<file path="src/rtl/data_mem_ctrl.sv">
// Word-addressed data memory with request/ready bus controller and programmable wait states.
// Optional even-parity storage and checking is enabled with the DATA_MEM_PARITY_EN macro.
module data_mem_ctrl #(
  parameter int DATA_W      = 19,
  parameter int ADDR_W      = 19,
  parameter int DEPTH       = 256,
  parameter int WAIT_STATES = 2,
  parameter     INIT_FILE   = ""
) (
  input  logic              clk,
  input  logic              rst,
  input  logic [ADDR_W-1:0] address,
  input  logic              mem_read,
  input  logic              mem_write,
  input  logic [DATA_W-1:0] wr_data,
  output logic [DATA_W-1:0] rd_data,
  output logic              data_oe,
  output logic              mem_ready,
  output logic              bus_err,
  output logic              busy
);

  localparam int IDX_W = (DEPTH > 1) ? $clog2(DEPTH) : 1;

  typedef enum logic [1:0] {S_IDLE, S_WAIT, S_ACCESS, S_RESP} state_t;

  state_t            state_q, state_d;
  logic [3:0]        cnt_q, cnt_d;
  logic [IDX_W-1:0]  addr_q, addr_d;
  logic [DATA_W-1:0] wdat_q, wdat_d;
  logic              rd_op_q, rd_op_d;
  logic              wr_op_q, wr_op_d;
  logic              err_q, err_d;
  logic [DATA_W-1:0] rd_q;
  logic              perr_q;

  logic [DATA_W-1:0] mem [DEPTH];

  always_comb begin
    state_d = state_q;
    cnt_d   = cnt_q;
    addr_d  = addr_q;
    wdat_d  = wdat_q;
    rd_op_d = rd_op_q;
    wr_op_d = wr_op_q;
    err_d   = err_q;
    case (state_q)
      S_IDLE: begin
        if (mem_read || mem_write) begin
          addr_d  = address[IDX_W-1:0];
          wdat_d  = wr_data;
          rd_op_d = mem_read;
          wr_op_d = mem_write;
          // Errors are classified once here so the rest of the transaction only follows err_q.
          err_d   = (mem_read && mem_write) || (address >= ADDR_W'(DEPTH));
          if (WAIT_STATES > 0) begin
            state_d = S_WAIT;
            cnt_d   = 4'(WAIT_STATES - 1);
          end else begin
            state_d = S_ACCESS;
          end
        end
      end
      S_WAIT: begin
        if (cnt_q == 4'd0) state_d = S_ACCESS;
        else               cnt_d   = cnt_q - 4'd1;
      end
      S_ACCESS: state_d = S_RESP;
      S_RESP:   state_d = S_IDLE;
      default:  state_d = S_IDLE;
    endcase
  end

  // Control and output-visible registers
  always_ff @(posedge clk) begin
    if (rst) begin
      state_q <= S_IDLE;
      cnt_q   <= 4'd0;
      rd_q    <= '0;
    end else begin
      state_q <= state_d;
      cnt_q   <= cnt_d;
      if (state_q == S_ACCESS) begin
        if (err_q)        rd_q <= '0;
        else if (rd_op_q) rd_q <= mem[addr_q];
      end
    end
  end

  // Request capture, array and parity state carry no reset
  always_ff @(posedge clk) begin
    addr_q  <= addr_d;
    wdat_q  <= wdat_d;
    rd_op_q <= rd_op_d;
    wr_op_q <= wr_op_d;
    err_q   <= err_d;
    if (!rst && state_q == S_ACCESS && wr_op_q && !err_q) mem[addr_q] <= wdat_q;
  end

`ifdef DATA_MEM_PARITY_EN
  logic par_mem [DEPTH];

  always_ff @(posedge clk) begin
    if (!rst && state_q == S_ACCESS && wr_op_q && !err_q) par_mem[addr_q] <= ^wdat_q;
    if (state_q == S_ACCESS)
      perr_q <= rd_op_q && !err_q && ((^mem[addr_q]) != par_mem[addr_q]);
  end
`else
  assign perr_q = 1'b0;
`endif

  assign mem_ready = (state_q == S_RESP);
  assign data_oe   = (state_q == S_RESP) && rd_op_q && !err_q;
  assign bus_err   = (state_q == S_RESP) && (err_q || perr_q);
  assign busy      = (state_q != S_IDLE);
  assign rd_data   = rd_q;

endmodule

</file>
<file path="config.mk">
export PLATFORM = sky130hd
export DESIGN_NAME = data_mem_ctrl
export DESIGN_NICKNAME = d
export VERILOG_FILES = /design/src/rtl/data_mem_ctrl.sv
export SDC_FILE = /design/constraint.sdc
export NUM_CORES = 2
export LEC_CHECK = 0
export CELL_PAD_IN_SITES_DETAIL_PLACEMENT = 1
export CELL_PAD_IN_SITES_GLOBAL_PLACEMENT = 2
export CORE_ASPECT_RATIO = 0.75
export CORE_MARGIN = 3
export CORE_UTILIZATION = 51
export DETAILED_ROUTE_END_ITERATION = 10
export HOLD_SLACK_MARGIN = 0.08
export PLACE_DENSITY = 0.87
export RECOVER_POWER = 25
export SLEW_MARGIN = 20
export SYNTH_ARGS = -nofsm -noshare
export SYNTH_HDL_FRONTEND = slang
export SYNTH_MEMORY_MAX_BITS = 65536
export SYNTH_SLANG_ARGS = --single-unit
</file>
<file path="constraint.sdc">
create_clock -name clk -period 4.7 [get_ports clk]
set_clock_uncertainty 0.15 [all_clocks]
set_input_delay 0.47 -clock clk [delete_from_list [all_inputs] [get_ports clk]]
set_output_delay 0.47 -clock clk [all_outputs]
set_load 0.1 [all_outputs]
</file>
==> metrics <==
status=complete, but fails checks; violations in the final reports=capacitance limit, slew limit; Final setup violation count=0; initial antenna violation count=64; Setup crit start kind=flop; critical path type=flop to flop; P_leak=67.5 nW; max frequency=213 MHz; Worst-Margin Slew=4.13 ns; Routed Wire Length=628 mm; Cell Rows=192; flops & latches, synth=4927; Final Hold Violating Endpoints=0; Hold Path Class=flop to flop; data arrival time of the worst path=4.75 ns; CP max FO=59; Die X=709 um; Peak VDD IR=0.464 mV; crit path buf inv count=1; WL per Instance=42.8 um; power per cell area=610 nW/um2; 1st-iter DRT viols=21500; TNS Setup=0 ns; DRC viols=0; initial core utilization=51.5%; RePlAce Congestion=0.920; min cycle time layout=4.69 ns; number of global-route vias before repair=104000; Syn Std Cell Area=189000 um2; sequential cell area fraction in the yosys report=78.1%; Yosys cell types=85; RSZ-0062 raised after global routing=false; Largest delay share family, worst path=buffers and inverters; total grt overflow=0; commonest non-fill, non-tap cell in the layout=edfxtp_1; syn_area_per_cell=22.0 um2; Ys Warns=0; largest net degree at the start of global routing=162; synthesized instance count=8591; final worst-path cycle share=99.9%; cell count after placement=13800; ys flop type=edfxtp_1; EDFF count, synth=4894; slowest library cell on the worst path=clkbuf_1; Total Routing Usage GR=33.0%; final net count=9456; Async S/R FF share, synth=0%; Detailed Place HPWL=380 mm; Die H=533 um; overall power=131 mW; syn_nets=8639; Layout fillers=30500; vias=104000; Post-CTS Setup Inserts=0; pins over their slew limit=2870; design area=215000 um2; # clock sinks=4927; most frequent cells in the layout=edfxtp_1 (4894), mux4_2 (1085), buf_4 (642); TritonCTS clock tree=done; clock slew at reported path FFs=0.07 ns; Vias per Instance=7.07; CTS H-Tree Depth=5; Crit. End Element=flop; relative slew slack=-176%; Core ar.=367000 um2; clk buf depth=4; Skew-Pair Late Insertion Delay=1.08 ns; MaxCap Viol Count=27; max incr delay on CP=2.76 ns; worst path cell trace=clkbuf_1; fin util=58.6%; required time of the worst setup path=4.76 ns; placed cell areas=201000 um2; Die ar.=378000 um2; Ports=65; number of I/O port buffers=64; Root Buffer Master=clkbuf_16; Area Overhead vs Synth=13.7%; first-pass GRT wire length=867 mm; Post-DRT Antenna Nets=0; TritonRoute pass-1 iters=7; Non-Filler Instances=14700; layout cells sized above 1=29.1%; total CTS buffers=446
==> synthesized netlist by cell type, types with 24 or more instances <==
cell	count	area (um2)
a211oi_1	31	233
a21oi_1	126	631
a221oi_1	47	412
a22o_1	29	254
a22oi_1	167	1250
a31oi_1	39	244
a32oi_1	24	210
and3_1	25	156
buf_2	121	606
buf_4	101	758
buf_6	76	856
clkbuf_1	161	604
dfxtp_1	33	661
edfxtp_1	4894	147000
mux2_2	47	529
mux2i_1	322	3220
mux4_2	1085	24400
nand2_1	239	897
nand3_1	55	275
nor2_1	335	1260
nor2b_1	28	175
nor3_1	39	195
o21ai_0	57	285
o221ai_1	57	499
o22ai_1	132	826
==> tightest hold or removal path: stages (launching register included) <==
cell     delay (ns)
dfxtp_1        0.34
nand2_1        0.07
a32oi_1        0.04
==> layout make-up <==
class / count / area (um2) / area share [%]
flip-flops and latches: 4927 / 148000 / 68.7
multi-input cells: 3155 / 39000 / 18.1
clock buffers: 560 / 11700 / 5.44
repair buffers: 864 / 7750 / 3.60
well taps: 4850 / 6070 / 2.82
clock inverters: 267 / 2700 / 1.25
diodes: 48 / 120 / 0.0559
inverters: 14 / 58.8 / 0.0273
==> sequential cells by signal (all words and copies together) (netlist names), named ones only <==
signal and cells:
rd_op_q 1, cnt_q 4, rd_data 19, err_q 1, mem 4864, addr_q 8
wdat_q 19, state_q 2, wr_op_q 1
==> what timing repair did <==
item / in CTS / in global routing
hold buffers: 33 / 0
endpoints found under the hold margin: 36 / 0
gates resized for setup: 1 / 2
endpoints found under the setup margin: 1 / 2
==> kinds of logic after synthesis <==
logic type / Yosys count / share of synthesized area [%]
adder cells (fa/ha/maj): 6 / 0.0397
flip-flops: 4927 / 78.1
AO/OA/AOI/OAI: 844 / 3.17
AND/OR/NAND/NOR: 847 / 2.02
XOR/XNOR: 2 / 0.00926
multiplexers: 1456 / 14.9
buffers and inverters: 509 / 1.78
==> layer usage <==
| metal | vias up | GRT usage (%) | wire length (um) |
|---|---|---|---|
| li1 | 38100 | - | - |
| met1 | 54400 | 45.1 | 214000 |
| met2 | 9756 | 47.4 | 274000 |
| met3 | 1618 | 13.3 | 107000 |
| met4 | 30 | 13.4 | 32000 |
| met5 | - | 0.451 | 459 |
==> final timing paths <==
path | from | to | slack [ns] | cells after the start
worst max-delay path | wdat_q[16] | mem[74][16] | 0.005 | 1
worst min-delay path | rd_data[15] | rd_data[15] | 0.35 | 2
worst max register to register | wdat_q[16] | mem[74][16] | 0.005 | 1
worst min register to register | rd_data[15] | rd_data[15] | 0.35 | 2
==> power breakdown <==
part           switching (mW)  internal [mW]
sequential              0.848           52.7
clock                    16.9           19.9
combinational            27.3           13.4
total                    45.1           86.0
==> through the flow <==
stage / setup slack (ns) / hold WS [ns]
after floorplan: 0.504 / 0.305
after global placement: -0.185 / 0.319
after detailed placement: 0.0226 / 0.327
after CTS: 0.0956 / 0.336
after global routing: 0.00914 / 0.391
final: 0.00548 / 0.348
Note: power is estimated with default switching activity, not from simulation.
